$ cat config.mk
export PLATFORM = sky130hd
export DESIGN_NAME = ofd5_sched
export DESIGN_NICKNAME = d
export VERILOG_FILES = /design/src/rtl/ofd5_sched.sv
export SDC_FILE = /design/constraint.sdc
export NUM_CORES = 1
export LEC_CHECK = 0
export CAP_MARGIN = 20
export CORE_ASPECT_RATIO = 0.75
export CORE_MARGIN = 10
export CORE_UTILIZATION = 49
export CTS_CLUSTER_SIZE = 20
export DETAILED_ROUTE_END_ITERATION = 6
export MAX_ROUTING_LAYER = met4
export PLACE_DENSITY = 0.82
export SLEW_MARGIN = 20
export SYNTH_ARGS = -nofsm -noshare
export SYNTH_HDL_FRONTEND = slang
export SYNTH_SLANG_ARGS = --single-unit
$ cat constraint.sdc
create_clock -name CK -period 2.1 [get_ports CK]
set_input_delay 0.525 -clock CK [delete_from_list [all_inputs] [get_ports CK]]
set_output_delay 0.525 -clock CK [all_outputs]
set_load 0.01 [all_outputs]
$ cat src/rtl/ofd5_sched.sv
// Round-robin scheduler sharing the 5-bit ofd5 output register bank between sources A and B.
// Each accepted word is held HOLD cycles on DOUT, then IDLE_VAL is driven for GAP cycles.
//
// state | meaning
// IDLE  | no word active; every edge is a load opportunity
// HOLD  | accepted word on DOUT; counter holds remaining hold cycles
// GAP   | IDLE_VAL on DOUT; counter holds remaining gap cycles
module ofd5_sched #(
    parameter int unsigned HOLD     = 3,
    parameter int unsigned GAP      = 1,
    parameter logic [4:0]  IDLE_VAL = 5'b00000
) (
    input  logic       CK,
    input  logic       RSTN,
    input  logic       EN,
    input  logic       REQA,
    input  logic [4:0] DA,
    output logic       ACKA,
    input  logic       REQB,
    input  logic [4:0] DB,
    output logic       ACKB,
    output logic [4:0] DOUT,
    output logic       VALID,
    output logic       BUSY
);

    typedef enum logic [1:0] {
        ST_IDLE = 2'd0,
        ST_HOLD = 2'd1,
        ST_GAP  = 2'd2
    } state_t;

    localparam logic [7:0] HOLD_LD = 8'(HOLD - 1);
    localparam logic [7:0] GAP_LD  = (GAP == 0) ? 8'd0 : 8'(GAP - 1);
    localparam logic       GAP_ZERO = (GAP == 0);

    state_t     state_q, state_d;
    logic [7:0] cnt_q, cnt_d;
    logic [4:0] dout_q, dout_d;
    logic       valid_q, valid_d;
    logic       acka_q, acka_d;
    logic       ackb_q, ackb_d;
    logic       busy_q, busy_d;
    logic       last_b_q, last_b_d;

    logic       load_opp;
    logic       do_load;
    logic       win_b;

    always_ff @(posedge CK or negedge RSTN) begin
        if (!RSTN) begin
            state_q  <= ST_IDLE;
            cnt_q    <= 8'd0;
            dout_q   <= IDLE_VAL;
            valid_q  <= 1'b0;
            acka_q   <= 1'b0;
            ackb_q   <= 1'b0;
            busy_q   <= 1'b0;
            last_b_q <= 1'b1;
        end else begin
            state_q  <= state_d;
            cnt_q    <= cnt_d;
            dout_q   <= dout_d;
            valid_q  <= valid_d;
            acka_q   <= acka_d;
            ackb_q   <= ackb_d;
            busy_q   <= busy_d;
            last_b_q <= last_b_d;
        end
    end

    // With GAP=0 the last HOLD cycle doubles as the load opportunity, giving back-to-back words.
    always_comb begin
        load_opp = 1'b0;
        case (state_q)
            ST_IDLE: load_opp = 1'b1;
            ST_HOLD: load_opp = (cnt_q == 8'd0) && GAP_ZERO;
            ST_GAP:  load_opp = (cnt_q == 8'd0);
            default: load_opp = 1'b0;
        endcase
        do_load = load_opp && EN && (REQA || REQB);
        win_b   = REQB && (!REQA || !last_b_q);
    end

    always_comb begin
        state_d  = state_q;
        cnt_d    = cnt_q;
        dout_d   = dout_q;
        valid_d  = valid_q;
        acka_d   = 1'b0;
        ackb_d   = 1'b0;
        last_b_d = last_b_q;

        if (do_load) begin
            state_d  = ST_HOLD;
            cnt_d    = HOLD_LD;
            dout_d   = win_b ? DB : DA;
            valid_d  = 1'b1;
            acka_d   = !win_b;
            ackb_d   = win_b;
            last_b_d = win_b;
        end else begin
            case (state_q)
                ST_IDLE: begin
                end
                ST_HOLD: begin
                    if (cnt_q != 8'd0) begin
                        cnt_d = cnt_q - 8'd1;
                    end else if (!GAP_ZERO) begin
                        dout_d  = IDLE_VAL;
                        valid_d = 1'b0;
                        cnt_d   = GAP_LD;
                        state_d = ST_GAP;
                    end else begin
                        dout_d  = IDLE_VAL;
                        valid_d = 1'b0;
                        state_d = ST_IDLE;
                    end
                end
                ST_GAP: begin
                    if (cnt_q != 8'd0) begin
                        cnt_d = cnt_q - 8'd1;
                    end else begin
                        state_d = ST_IDLE;
                    end
                end
                default: begin
                    dout_d  = IDLE_VAL;
                    valid_d = 1'b0;
                    cnt_d   = 8'd0;
                    state_d = ST_IDLE;
                end
            endcase
        end

        busy_d = (state_d != ST_IDLE);
    end

    assign DOUT  = dout_q;
    assign VALID = valid_q;
    assign ACKA  = acka_q;
    assign ACKB  = ackb_q;
    assign BUSY  = busy_q;

endmodule

* Yosys cells after proc, flatten, opt, wreduce, memory -nomap -nowiden *
Cells that the tools add are included.
W data, S select, Z words.

word-level totals
  input port bits = 15
  logic and storage cells = 48
  bits in registers = 20
  output and inout bits = 9

operators by class
  equal/unequal tests = 6
  mux-type cells = 18
  add/sub/neg operators = 1
  reduce and logical (&&, ||, !) cells = 15

operators with widths
  kind                   count
  $mux W8                3
  $pmux W8 S3            1
  $mux W5                3
  $pmux W5 S2            1
  $logic_not A8 Y1       1
  $reduce_bool A8 Y1     1
  $sub A8 B1 Y8 const B  1
  $mux W2                3
  $ne A3 B3 Y1 const B   2
  $pmux W2 S3            1
  $mux W1                4
  $pmux W1 S2            2
  $reduce_and A2 Y1      2
  $logic_and A1 B1 Y1    3
  $logic_not A1 Y1       3
  $eq A2 B1 Y1 const B   1
  $eq A2 B2 Y1 const B   1
  $logic_not A2 Y1       1
  $logic_or A1 B1 Y1     2
  $ne A2 B1 Y1 const B   1
  $ne A2 B2 Y1 const B   1
  $reduce_bool A2 Y1     1
  $reduce_or A2 Y1       1

* Logic depth before layout (Yosys ltp) *
Gate-level depths: netlist of run 1.

  depth in word-level cells = 6
  depth in mapped cells = 6
  depth with buffers taken out = 6

* Worst setup path after synthesis of run 1 *
Ideal clock, no wire load.

  kind = register to register
  start point = reg cnt_q[0]
  end point = reg busy_q (netlist: BUSY)
  setup slack = 0.309 ns
  stages on the path, launching flop included = 7
  arrival time = 1.667 ns
  path buffers = 0
  required time = 1.976 ns
  library setup time = 0.124 ns
  period minus slack after synthesis = 1.791 ns
  cells stage by stage = dfrtp_1 inv_1 ha_1 nor3b_1 a211oi_1 a311o_1 or2_1

between the ends
  cells in the longest elaborated chain, start to end = 6
  elaborated cells on any way between the ends = 10
  those cells by class = mux (5); reduce/logical (5)

RTL lines
  element                            RTL line  text
  start: declaration                 38        logic [7:0] cnt_q, cnt_d;
  start signal: assignment           62        cnt_q <= cnt_d;
  $logic_not A8 Y1                   78        ST_GAP: load_opp = (cnt_q == 8'd0);
  $pmux W1 S2                        75        case (state_q)
  $logic_and A1 B1 Y1 (2 in series)  81        do_load = load_opp && EN && (REQA || REQB);
  $mux W2 *                          94        if (do_load) begin
  named net state_d[0]               37        state_t state_q, state_d;
  $reduce_bool A2 Y1 *               136       busy_d = (state_d != ST_IDLE);
  named net busy_d                   43        logic busy_q, busy_d;
  end signal: assignment             67        busy_q <= busy_d;
  end: declaration                   43

Mark *: on every way through the listed nets, which the timed path passes. The rest lies on a longest branch.
A chain may end at the register's enable or synchronous reset.

* Worst setup path after layout of run 1 *
  start point = reg cnt_q[1]
  end point = reg cnt_q[1]

between the ends
  cells in the longest elaborated chain, start to end = 6
  elaborated cells on any way between the ends = 13
  those cells by class = add/sub (1); eq/ne (2); mux (5); reduce/logical (5)

RTL lines
  element
  parallel branches: the longest is 6 deep, another holds $sub A8 B1 Y8

Parallel ways; which one is timed is not known. The select of a mux whose other input is x is not followed.

==> flow_results.xml, run 1 <==
<?xml version="1.0" encoding="UTF-8"?>
<metrics>
  <group name="outcome">
    <metric name="status" unit="">finished, final reports clean</metric>
  </group>
  <group name="sta">
    <metric name="grt_setup_unrepaired" unit="">no</metric>
    <metric name="finalCritPeriodShare" unit="">0.902</metric>
    <metric name="report.final.hold_viol_count" unit="">0</metric>
    <metric name="worstMarginPinSlew" unit="ps">441</metric>
    <metric name="timing.fmax" unit="MHz">528</metric>
    <metric name="slew_headroom" unit="">0.705</metric>
    <metric name="report.final.setup_viol" unit="">0</metric>
    <metric name="slew_viol_final" unit="">0</metric>
    <metric name="post-route-min-period" unit="ps">1890</metric>
    <metric name="fin_worst_skew" unit="ps">20.3</metric>
    <metric name="final.setup.tns" unit="ps">0</metric>
  </group>
  <group name="finish">
    <metric name="fin_nets" unit="">164</metric>
    <metric name="synthToLayoutAreaGrowth" unit="%">32.4</metric>
    <metric name="filler_cell_count" unit="">161</metric>
    <metric name="finish.instance_area" unit="mm²">0.00149</metric>
    <metric name="fraction_of_layout_cells_with_a_size_suffix_above_1" unit="">0.155</metric>
    <metric name="insertedDiodeCount" unit="">0</metric>
  </group>
  <group name="routing">
    <metric name="detailedRoute.firstIterationViolations" unit="">105</metric>
    <metric name="via_count" unit="">964</metric>
    <metric name="finalWirelength" unit="mm">2.76</metric>
    <metric name="remaining_drc_errors" unit="">0</metric>
    <metric name="drt-vias-per-instance" unit="">5.81</metric>
    <metric name="wl_per_cell" unit="µm">16.6</metric>
    <metric name="drt_antenna_net_count" unit="">0</metric>
    <metric name="total_iterations_of_the_first_detailed_routing_run" unit="">4</metric>
  </group>
  <group name="logic_synthesis">
    <metric name="synth_enable_flop_cells" unit="">0</metric>
    <metric name="yosys-mux-area-fraction" unit="">0.0446</metric>
    <metric name="post_synth_inst_count" unit="">109</metric>
    <metric name="synth_top_area_share" unit="">0.424</metric>
    <metric name="synth.area.top_cells" unit="">sky130_fd_sc_hd__dfrtp_1 (42%), sky130_fd_sc_hd__ha_1 (6.7%), sky130_fd_sc_hd__nand3_1 (4.9%)</metric>
    <metric name="yosys.area_share.simple" unit="">0.210</metric>
    <metric name="synth-warning-count" unit="">0</metric>
    <metric name="post-synth-top-count-cell" unit="">sky130_fd_sc_hd__dfrtp_1</metric>
    <metric name="combinational_family_with_the_most_area_after_synthesis" unit="">simple AND/OR/NAND/NOR gates</metric>
    <metric name="netlist_area_before_placement" unit="mm²">0.00112</metric>
    <metric name="synth_seq_cells" unit="">20</metric>
    <metric name="post_synth_xor_area_fraction" unit="">0</metric>
    <metric name="synth_top_area_cell" unit="">sky130_fd_sc_hd__dfrtp_1</metric>
    <metric name="yosysSeqAreaShare" unit="">0.447</metric>
    <metric name="post_synth.cell_area_avg" unit="µm²">10.3</metric>
    <metric name="async_reset_ff_frac" unit="">1.00</metric>
    <metric name="dominantRegCellSynth" unit="">sky130_fd_sc_hd__dfrtp_1</metric>
    <metric name="compound_cell_area_share_of_the_yosys_netlist" unit="">0.201</metric>
    <metric name="synth.distinct_cells" unit="">41</metric>
    <metric name="post_synth_fa_ha_maj_area_fraction" unit="">0.0669</metric>
    <metric name="postSynthNetCount" unit="">130</metric>
    <metric name="post_synth_most_frequent_cells" unit="">sky130_fd_sc_hd__dfrtp_1 (19), sky130_fd_sc_hd__nand3_1 (11), sky130_fd_sc_hd__inv_1 (7)</metric>
  </group>
  <group name="global_route">
    <metric name="global_route.usage.total" unit="">0.133</metric>
    <metric name="grt_antenna_before_repair" unit="">0</metric>
    <metric name="grt.overflow.total" unit="">0</metric>
    <metric name="grt_pass1_wl" unit="mm">4.57</metric>
    <metric name="largest_net_degree_at_the_start_of_global_routing" unit="">21</metric>
    <metric name="first_global_vias" unit="">915</metric>
  </group>
  <group name="critical_path">
    <metric name="critical_path.endpoint_type" unit="">register</metric>
    <metric name="rr_endpoint" unit="">cnt_q[1]</metric>
    <metric name="path_class" unit="">reg2reg</metric>
    <metric name="critical_path.n_buffers_inverters" unit="">2</metric>
    <metric name="register_to_register_path_setup_slack" unit="ps">210</metric>
    <metric name="critPathRequiredTime" unit="ps">2310</metric>
    <metric name="r2r_start" unit="">cnt_q[1]</metric>
    <metric name="rr_worst_depth" unit="">7</metric>
    <metric name="startpoint_type" unit="">register</metric>
    <metric name="cp_top_family" unit="">compound AO/OA/AOI/OAI gates</metric>
    <metric name="cp.arrival" unit="ps">2110</metric>
    <metric name="critical-path-max-stage-delay" unit="ps">440</metric>
    <metric name="critical_path.max_fanout" unit="">5</metric>
    <metric name="timing.critical_path.cells" unit="">inv_1, ha_1, nor3b_1, buf_4, a211oi_2, nand2_1, o21ai_0</metric>
    <metric name="cp_slowest_cell" unit="">sky130_fd_sc_hd__dfrtp_1</metric>
  </group>
  <group name="worst_hold_path">
    <metric name="hold_end" unit="">DOUT[0]</metric>
    <metric name="hold_crit_depth" unit="">1</metric>
    <metric name="min-delay-start" unit="">DOUT[0]</metric>
    <metric name="hold_class" unit="">reg2reg</metric>
  </group>
  <group name="clock_network">
    <metric name="post-cts-setup-buffers" unit="">0</metric>
    <metric name="holdBufCountCts" unit="">0</metric>
    <metric name="tritoncts" unit="">yes</metric>
    <metric name="clk_pin_slew_worst_paths" unit="ps">100</metric>
    <metric name="htree_levels" unit="">1</metric>
    <metric name="cts.repair.resized" unit="">0</metric>
    <metric name="inserted_clock_buffers" unit="">3</metric>
    <metric name="ctsLongestPathBuffers" unit="">2</metric>
    <metric name="worstSkewPairLatency" unit="ps">330</metric>
    <metric name="clock_tree.root_cell" unit="">sky130_fd_sc_hd__clkbuf_4</metric>
    <metric name="clock-sinks" unit="">20</metric>
  </group>
  <group name="floorplan">
    <metric name="design.die.area" unit="mm²">0.00462</metric>
    <metric name="initial_core_utilization" unit="">0.538</metric>
    <metric name="fp.dieW" unit="µm">75.3</metric>
    <metric name="io_pins" unit="">24</metric>
    <metric name="placeableCoreArea" unit="mm²">0.00208</metric>
    <metric name="die_h" unit="µm">61.4</metric>
    <metric name="num_rows" unit="">14</metric>
  </group>
  <group name="pwr">
    <metric name="power_density" unit="mW/mm²">1640</metric>
    <metric name="max-vdd-ir-drop" unit="V">0.00101</metric>
    <metric name="total_leakage_power" unit="nW">0.661</metric>
    <metric name="total_power" unit="mW">2.44</metric>
  </group>
  <group name="job">
    <metric name="drv.max_cap_violation_count" unit="">0</metric>
  </group>
  <group name="place">
    <metric name="hpwlAfterDp" unit="mm">2.11</metric>
    <metric name="buffer_ports.inserted" unit="">23</metric>
    <metric name="routabilityCongestion" unit="">0.833</metric>
    <metric name="placed_area" unit="mm²">0.00143</metric>
  </group>
</metrics>
[layout make-up]
class | count | area, µm² | area share
multi-input cells | 80 | 586 | 0.394
flip-flops and latches | 20 | 502 | 0.338
repair buffers | 31 | 290 | 0.195
clock inverters | 1 | 30.0 | 0.0202
well taps | 24 | 30.0 | 0.0202
inverters | 7 | 26.3 | 0.0177
clock buffers | 3 | 22.5 | 0.0152
[flip-flops by register name (all words and copies together) (netlist names)]
register,count
DOUT,5
last_b_q,1
ACKA,1
cnt_q,8
state_q,2
ACKB,1
BUSY,1
VALID,1
[cell usage in the layout (no fill, tap or decap), types with 2 or more instances in the layout]
cell type / count
sky130_fd_sc_hd__nor2_1: 6
sky130_fd_sc_hd__a21boi_0: 3
sky130_fd_sc_hd__a211oi_1: 2
sky130_fd_sc_hd__inv_1: 7
sky130_fd_sc_hd__nor3_1: 3
sky130_fd_sc_hd__nand2_1: 4
sky130_fd_sc_hd__clkdlybuf4s50_1: 23
sky130_fd_sc_hd__a21o_1: 2
sky130_fd_sc_hd__ha_1: 6
sky130_fd_sc_hd__mux2i_1: 5
sky130_fd_sc_hd__clkbuf_4: 3
sky130_fd_sc_hd__o2bb2ai_1: 5
sky130_fd_sc_hd__dfrtp_1: 19
sky130_fd_sc_hd__nand4_1: 4
sky130_fd_sc_hd__o21ai_0: 4
sky130_fd_sc_hd__nand3_1: 11
sky130_fd_sc_hd__buf_4: 8
sky130_fd_sc_hd__o211ai_1: 2
[worst max path at each step]
| stage | start | to | slack (ps) | depth (start not counted) |
|---|---|---|---|---|
| global placement | REQB | BUSY | 180 | 4 |
| global route | cnt_q[1] | DOUT[4] | 110 | 7 |
| finish | cnt_q[1] | cnt_q[1] | 210 | 7 |
| floorplan | cnt_q[0] | BUSY | 310 | 6 |
| detailed placement | REQA | BUSY | 140 | 4 |
| CTS | cnt_q[1] | DOUT[4] | 220 | 7 |
[per-layer routing]
metal	vias to the layer above	share of wire	track usage	wire [µm]
met5	-	0	-	0
met4	0	0.0083	0.0317	23
met3	3	0.063	0.0370	174
met2	29	0.44	0.195	1220
met1	459	0.49	0.178	1340
li1	473	-	-	-
[power by group]
part	switching, mW	internal (mW)
sequential	0.144	0.547
combinational	0.717	0.705
clock	0.129	0.193
total	0.990	1.45
[cell families after synthesis]
family | after synthesis
multiplexers | 5
AO/OA/AOI/OAI | 29
adder cells (fa/ha/maj) | 6
buffers and inverters | 9
AND/OR/NAND/NOR | 40
flip-flops | 20
[worst register-to-register path: stages (launching register included)]
cell                       delay, ps
sky130_fd_sc_hd__dfrtp_1         440
sky130_fd_sc_hd__inv_1            90
sky130_fd_sc_hd__ha_1            180
sky130_fd_sc_hd__nor3b_1         130
sky130_fd_sc_hd__buf_4           150
sky130_fd_sc_hd__a211oi_2        360
sky130_fd_sc_hd__nand2_1         200
sky130_fd_sc_hd__o21ai_0         250
[stage by stage]
step	std cells	worst slack, ps	utilization	hold slack (ps)
2_1_floorplan	109	309	-	229
3_3_place_gp	162	182	0.688	475
3_5_place_dp	162	143	0.688	477
4_1_cts	166	223	0.713	505
5_1_grt	166	107	0.713	530
6_report	166	207	0.713	501
Power figures use the tool's default switching activity.
==> inputs of run 2 (changes only) <==
CORE_UTILIZATION = 52   (was 49)
CTS_BUF_LIST = sky130_fd_sc_hd__clkbuf_8   (was default)
PLACE_DENSITY = 0.86   (was 0.82)
==> flow_results.xml, run 2 (synthesis gave the netlist of run 1 again) <==
<?xml version="1.0" encoding="UTF-8"?>
<metrics>
  <group name="sta">
    <metric name="post-route-min-period" unit="ps">1870</metric>
    <metric name="final.setup.tns" unit="ps">0</metric>
    <metric name="grt_setup_unrepaired" unit="">no</metric>
    <metric name="slew_headroom" unit="">0.707</metric>
    <metric name="fin_worst_skew" unit="ps">1.14</metric>
    <metric name="worstMarginPinSlew" unit="ps">438</metric>
    <metric name="report.final.hold_viol_count" unit="">0</metric>
    <metric name="report.final.setup_viol" unit="">0</metric>
    <metric name="slew_viol_final" unit="">0</metric>
    <metric name="timing.fmax" unit="MHz">535</metric>
    <metric name="finalCritPeriodShare" unit="">0.889</metric>
  </group>
  <group name="global_route">
    <metric name="global_route.usage.total" unit="">0.146</metric>
    <metric name="first_global_vias" unit="">1006</metric>
    <metric name="grt.overflow.total" unit="">0</metric>
    <metric name="met2_usage" unit="">0.223</metric>
    <metric name="grt_most_used_layer" unit="">met2</metric>
    <metric name="grt_antenna_before_repair" unit="">0</metric>
    <metric name="largest_net_degree_at_the_start_of_global_routing" unit="">13</metric>
    <metric name="routing_usage_on_met1" unit="">0.185</metric>
    <metric name="grt_pass1_wl" unit="mm">4.99</metric>
    <metric name="grt_util_met3" unit="">0.0480</metric>
  </group>
  <group name="routing">
    <metric name="drt_antenna_net_count" unit="">0</metric>
    <metric name="detailedRoute.firstIterationViolations" unit="">86</metric>
    <metric name="drt-vias-per-instance" unit="">6.02</metric>
    <metric name="remaining_drc_errors" unit="">0</metric>
    <metric name="finalWirelength" unit="mm">2.97</metric>
    <metric name="total_iterations_of_the_first_detailed_routing_run" unit="">4</metric>
    <metric name="wl_per_cell" unit="µm">17.8</metric>
    <metric name="via_count" unit="">1006</metric>
  </group>
  <group name="finish">
    <metric name="register_name_with_the_most_flops" unit="">cnt_q</metric>
    <metric name="largest_register_ffs" unit="">8</metric>
    <metric name="insertedDiodeCount" unit="">0</metric>
    <metric name="regArea" unit="µm²">502</metric>
    <metric name="post_layout_nonfiller_instances" unit="">167</metric>
    <metric name="fraction_of_layout_cells_with_a_size_suffix_above_1" unit="">0.154</metric>
    <metric name="end_of_flow_core_utilization" unit="">0.732</metric>
    <metric name="synthToLayoutAreaGrowth" unit="%">32.4</metric>
    <metric name="layout.cells.most_common" unit="">sky130_fd_sc_hd__clkdlybuf4s50_1</metric>
    <metric name="multi_input_area" unit="µm²">586</metric>
    <metric name="filler_cell_count" unit="">152</metric>
    <metric name="fin_nets" unit="">165</metric>
    <metric name="most-common-layout-cells" unit="">sky130_fd_sc_hd__clkdlybuf4s50_1 (23), sky130_fd_sc_hd__dfrtp_1 (19), sky130_fd_sc_hd__nand3_1 (11)</metric>
    <metric name="finish.instance_area" unit="mm²">0.00149</metric>
  </group>
  <group name="critical_path">
    <metric name="cp.arrival" unit="ps">2030</metric>
    <metric name="startpoint_type" unit="">register</metric>
    <metric name="timing.critical_path.cells" unit="">inv_1, ha_1, nor3b_1, buf_4, a211oi_2, nand2_1, o311ai_1</metric>
    <metric name="path_class" unit="">reg2reg</metric>
    <metric name="critical_path.n_buffers_inverters" unit="">2</metric>
    <metric name="critical-path-max-stage-delay" unit="ps">420</metric>
    <metric name="cp_slowest_cell" unit="">sky130_fd_sc_hd__a211oi_2</metric>
    <metric name="critical_path.max_fanout" unit="">5</metric>
    <metric name="critPathRequiredTime" unit="ps">2260</metric>
    <metric name="critical_path.endpoint_type" unit="">register</metric>
    <metric name="cp_top_family" unit="">compound AO/OA/AOI/OAI gates</metric>
  </group>
  <group name="floorplan">
    <metric name="io_pins" unit="">24</metric>
    <metric name="num_rows" unit="">14</metric>
    <metric name="initial_core_utilization" unit="">0.552</metric>
    <metric name="fp.dieW" unit="µm">73.6</metric>
    <metric name="placeableCoreArea" unit="mm²">0.00203</metric>
    <metric name="design.die.area" unit="mm²">0.00444</metric>
    <metric name="die_h" unit="µm">60.2</metric>
  </group>
  <group name="worst_hold_path">
    <metric name="hold_class" unit="">reg2reg</metric>
  </group>
  <group name="pwr">
    <metric name="total_leakage_power" unit="nW">0.665</metric>
    <metric name="clock_power_share" unit="">0.105</metric>
    <metric name="switching_power" unit="mW">1.02</metric>
    <metric name="seq_power_share" unit="">0.283</metric>
    <metric name="power_density" unit="mW/mm²">1630</metric>
    <metric name="power_switching_share" unit="">0.423</metric>
    <metric name="power_frac_comb" unit="">0.612</metric>
    <metric name="internal_power" unit="mW">1.39</metric>
    <metric name="max-vdd-ir-drop" unit="V">0.00139</metric>
  </group>
  <group name="outcome">
    <metric name="status" unit="">finished, final reports clean</metric>
  </group>
  <group name="place">
    <metric name="dp.cells" unit="">163</metric>
    <metric name="placed_area" unit="mm²">0.00144</metric>
    <metric name="routabilityCongestion" unit="">0.870</metric>
    <metric name="buffer_ports.inserted" unit="">23</metric>
    <metric name="hpwlAfterDp" unit="mm">2.38</metric>
  </group>
  <group name="clock_network">
    <metric name="clock_tree.root_cell" unit="">sky130_fd_sc_hd__clkbuf_8</metric>
    <metric name="worstSkewPairLatency" unit="ps">260</metric>
    <metric name="ctsLongestPathBuffers" unit="">2</metric>
    <metric name="htree_levels" unit="">1</metric>
    <metric name="clock-sinks" unit="">20</metric>
    <metric name="clk_pin_slew_worst_paths" unit="ps">70</metric>
    <metric name="post-cts-setup-buffers" unit="">0</metric>
    <metric name="tritoncts" unit="">yes</metric>
    <metric name="cts.repair.resized" unit="">0</metric>
    <metric name="inserted_clock_buffers" unit="">3</metric>
    <metric name="holdBufCountCts" unit="">0</metric>
  </group>
  <group name="job">
    <metric name="drv.max_cap_violation_count" unit="">0</metric>
  </group>
</metrics>
[run 2: cell type report]
cell class / instances / area share
clock buffer: 3 / 0.0278
inverter: 7 / 0.0177
sequential: 20 / 0.338
clock inverter: 1 / 0.00253
timing repair buffer: 32 / 0.200
tap: 24 / 0.0202
multi-input combinational: 80 / 0.394
[run 2: through the flow]
stage                     setup slack [ps]  power [mW]  hold slack (ps)
after floorplan                        309        1.57              229
after global placement                 177        2.07              474
after detailed placement               109        2.14              478
after CTS                              232        2.41              500
after global routing                  59.1        2.59              506
final                                  232        2.42              490
[run 2: final timing paths]
kind                            cells past startpoint        to  slack, ps      from
worst max register to register                      7  cnt_q[2]        230  cnt_q[0]
worst min-delay path                                1   DOUT[4]        490   DOUT[4]
min in group asynchronous                           1      ACKA        550      RSTN
worst min register to register                      1   DOUT[4]        490   DOUT[4]
max in group asynchronous                           2  cnt_q[6]       1040      RSTN
worst max-delay path                                7  cnt_q[2]        230  cnt_q[0]
[run 2: power by group through the flow]
stage	clock network (mW)	logic, mW	registers (mW)
2_1_floorplan	0	0.868	0.703
3_3_place_gp	0	1.39	0.677
3_5_place_dp	0	1.46	0.686
4_1_cts	0.258	1.47	0.682
5_1_grt	0.276	1.61	0.706
6_report	0.255	1.48	0.684
[run 2: metal layers]
metal  vias up  routed length, µm
li1        475                  -
met1       498               1360
met2        29               1410
met3         4                173
met4         0                 36
met5         -                  0
==> inputs of run 3 (changes only) <==
CORE_MARGIN = 2   (was 10)
CORE_UTILIZATION = 49   (was 52)
CTS_BUF_LIST = default   (was sky130_fd_sc_hd__clkbuf_8)
PLACE_DENSITY = 0.82   (was 0.86)
==> flow_results.xml, run 3 (synthesis gave the netlist of run 1 again) <==
<?xml version="1.0" encoding="UTF-8"?>
<metrics>
  <group name="outcome">
    <metric name="status" unit="">finished, final reports clean</metric>
  </group>
  <group name="place">
    <metric name="buffer_ports.inserted" unit="">23</metric>
    <metric name="routabilityCongestion" unit="">0.849</metric>
    <metric name="dp.cells" unit="">162</metric>
    <metric name="hpwlAfterDp" unit="mm">1.93</metric>
  </group>
  <group name="critical_path">
    <metric name="critical_path.endpoint_type" unit="">register</metric>
    <metric name="critPathRequiredTime" unit="ps">2300</metric>
    <metric name="rr_endpoint" unit="">BUSY</metric>
    <metric name="cp_slowest_cell" unit="">sky130_fd_sc_hd__nor4_4</metric>
    <metric name="r2r_start" unit="">cnt_q[4]</metric>
    <metric name="critical_path.n_buffers_inverters" unit="">0</metric>
    <metric name="critical_path.max_fanout" unit="">10</metric>
    <metric name="critPathCapture" unit="">BUSY</metric>
    <metric name="cp_top_family" unit="">simple AND/OR/NAND/NOR gates</metric>
    <metric name="startpoint_type" unit="">register</metric>
    <metric name="crit_cells" unit="">4</metric>
    <metric name="worst_setup_path_startpoint" unit="">cnt_q[4]</metric>
    <metric name="timing.critical_path.cells" unit="">nor4_4, a211oi_1, a311o_1, or2_1</metric>
    <metric name="register_to_register_path_setup_slack" unit="ps">250</metric>
    <metric name="rr_worst_depth" unit="">4</metric>
    <metric name="path_class" unit="">reg2reg</metric>
    <metric name="critical-path-max-stage-delay" unit="ps">520</metric>
    <metric name="cp.arrival" unit="ps">2050</metric>
  </group>
  <group name="routing">
    <metric name="highest-signal-layer" unit="">met4</metric>
    <metric name="remaining_drc_errors" unit="">0</metric>
    <metric name="drt_antenna_net_count" unit="">0</metric>
    <metric name="drt-vias-per-instance" unit="">5.80</metric>
    <metric name="finalWirelength" unit="mm">2.60</metric>
    <metric name="detailedRoute.firstIterationViolations" unit="">22</metric>
    <metric name="total_iterations_of_the_first_detailed_routing_run" unit="">5</metric>
    <metric name="met1Wirelength" unit="mm">1.31</metric>
    <metric name="dr_wl_met3" unit="µm">105</metric>
    <metric name="wl_met2" unit="mm">1.15</metric>
    <metric name="wl_per_cell" unit="µm">15.6</metric>
    <metric name="via_count" unit="">963</metric>
  </group>
  <group name="clock_network">
    <metric name="post-cts-setup-buffers" unit="">0</metric>
    <metric name="ctsLongestPathBuffers" unit="">2</metric>
    <metric name="clk_pin_slew_worst_paths" unit="ps">120</metric>
    <metric name="clock_tree.root_cell" unit="">sky130_fd_sc_hd__clkbuf_4</metric>
    <metric name="cts.repair.resized" unit="">0</metric>
    <metric name="holdBufCountCts" unit="">0</metric>
    <metric name="clock-sinks" unit="">20</metric>
    <metric name="htree_levels" unit="">1</metric>
    <metric name="tritoncts" unit="">yes</metric>
    <metric name="worstSkewPairLatency" unit="ps">310</metric>
    <metric name="inserted_clock_buffers" unit="">3</metric>
  </group>
  <group name="pwr">
    <metric name="power_density" unit="mW/mm²">1570</metric>
    <metric name="total_power" unit="mW">2.31</metric>
    <metric name="max-vdd-ir-drop" unit="V">0.000930</metric>
    <metric name="total_leakage_power" unit="nW">0.655</metric>
  </group>
  <group name="sta">
    <metric name="slew_viol_final" unit="">0</metric>
    <metric name="timing.fmax" unit="MHz">541</metric>
    <metric name="grt_setup_unrepaired" unit="">no</metric>
    <metric name="whs" unit="ps">506</metric>
    <metric name="fin_worst_skew" unit="ps">10.3</metric>
    <metric name="slew_headroom" unit="">0.659</metric>
    <metric name="final.setup.tns" unit="ps">0</metric>
    <metric name="report.final.setup_viol" unit="">0</metric>
    <metric name="finalCritPeriodShare" unit="">0.880</metric>
    <metric name="worstMarginPinSlew" unit="ps">508</metric>
    <metric name="report.final.hold_viol_count" unit="">0</metric>
    <metric name="post-route-min-period" unit="ps">1850</metric>
  </group>
  <group name="global_route">
    <metric name="grt.overflow.total" unit="">0</metric>
    <metric name="largest_net_degree_at_the_start_of_global_routing" unit="">21</metric>
    <metric name="global_route.usage.total" unit="">0.236</metric>
    <metric name="first_global_vias" unit="">930</metric>
    <metric name="grt_pass1_wl" unit="mm">4.47</metric>
    <metric name="grt_antenna_before_repair" unit="">0</metric>
  </group>
  <group name="finish">
    <metric name="register_name_with_the_most_flops" unit="">cnt_q</metric>
    <metric name="most-common-layout-cells" unit="">sky130_fd_sc_hd__clkdlybuf4s50_1 (23), sky130_fd_sc_hd__dfrtp_1 (19), sky130_fd_sc_hd__nand3_1 (11)</metric>
    <metric name="post_layout_nonfiller_instances" unit="">166</metric>
    <metric name="fin_nets" unit="">164</metric>
    <metric name="fraction_of_layout_cells_with_a_size_suffix_above_1" unit="">0.155</metric>
    <metric name="layout.cells.most_common" unit="">sky130_fd_sc_hd__clkdlybuf4s50_1</metric>
    <metric name="synthToLayoutAreaGrowth" unit="%">31.0</metric>
    <metric name="insertedDiodeCount" unit="">0</metric>
    <metric name="largest_register_ffs" unit="">8</metric>
    <metric name="end_of_flow_core_utilization" unit="">0.705</metric>
  </group>
  <group name="floorplan">
    <metric name="placeableCoreArea" unit="mm²">0.00208</metric>
    <metric name="num_rows" unit="">14</metric>
    <metric name="die_h" unit="µm">45.4</metric>
    <metric name="design.die.area" unit="mm²">0.00269</metric>
    <metric name="initial_core_utilization" unit="">0.538</metric>
    <metric name="io_pins" unit="">24</metric>
    <metric name="fp.dieW" unit="µm">59.3</metric>
  </group>
  <group name="job">
    <metric name="drv.max_cap_violation_count" unit="">0</metric>
  </group>
  <group name="worst_hold_path">
    <metric name="hold_class" unit="">reg2reg</metric>
  </group>
</metrics>
## run 3: cell types whose count changed in the layout (fill, tap and decap cells not counted), sizes merged
cell | previous run | this run
clkbuf | 3 | 4
buf | 9 | 8
inv | 8 | 7
## run 3: power breakdown
| group | switching [mW] | internal (mW) | total [mW] |
|---|---|---|---|
| combinational | 0.723 | 0.684 | 1.41 |
| clock | 0.118 | 0.106 | 0.224 |
| sequential | 0.136 | 0.547 | 0.683 |
## run 3: layer usage
layer | GRT usage | vias to the layer above
met5 | - | -
met3 | 0.0597 | 4
met2 | 0.345 | 23
li1 | - | 475
met1 | 0.333 | 461
met4 | 0.0500 | 0
## run 3: final cells by class
type / count / area [µm²]
repair buffers: 31 / 290
inverters: 7 / 26.3
fillers: 167 / 614
well taps: 24 / 30.0
flip-flops and latches: 20 / 502
clock buffers: 4 / 36.3
multi-input cells: 80 / 586
## run 3: worst register-to-register path, stage by stage, from the launching register on
cell and delay, ps:
sky130_fd_sc_hd__dfrtp_1 460, sky130_fd_sc_hd__nor4_4 520, sky130_fd_sc_hd__a211oi_1 150, sky130_fd_sc_hd__a311o_1 360
sky130_fd_sc_hd__or2_1 250
## run 3: how the worst min path moves through the flow
stage | startpoint | to | cells after the start
2_1_floorplan | RSTN | ACKA | 0
3_3_place_gp | DOUT[2] | DOUT[2] | 1
3_5_place_dp | DOUT[0] | DOUT[0] | 1
4_1_cts | DOUT[3] | DOUT[3] | 1
5_1_grt | DOUT[3] | DOUT[3] | 1
6_report | DOUT[3] | DOUT[3] | 1
## run 3: metrics by stage
stage          instance area, µm²  worst slack (ps)
2_1_floorplan                1120               309
3_3_place_gp                 1430               181
3_5_place_dp                 1430               124
4_1_cts                      1470               259
5_1_grt                      1470               141
6_report                     1470               252
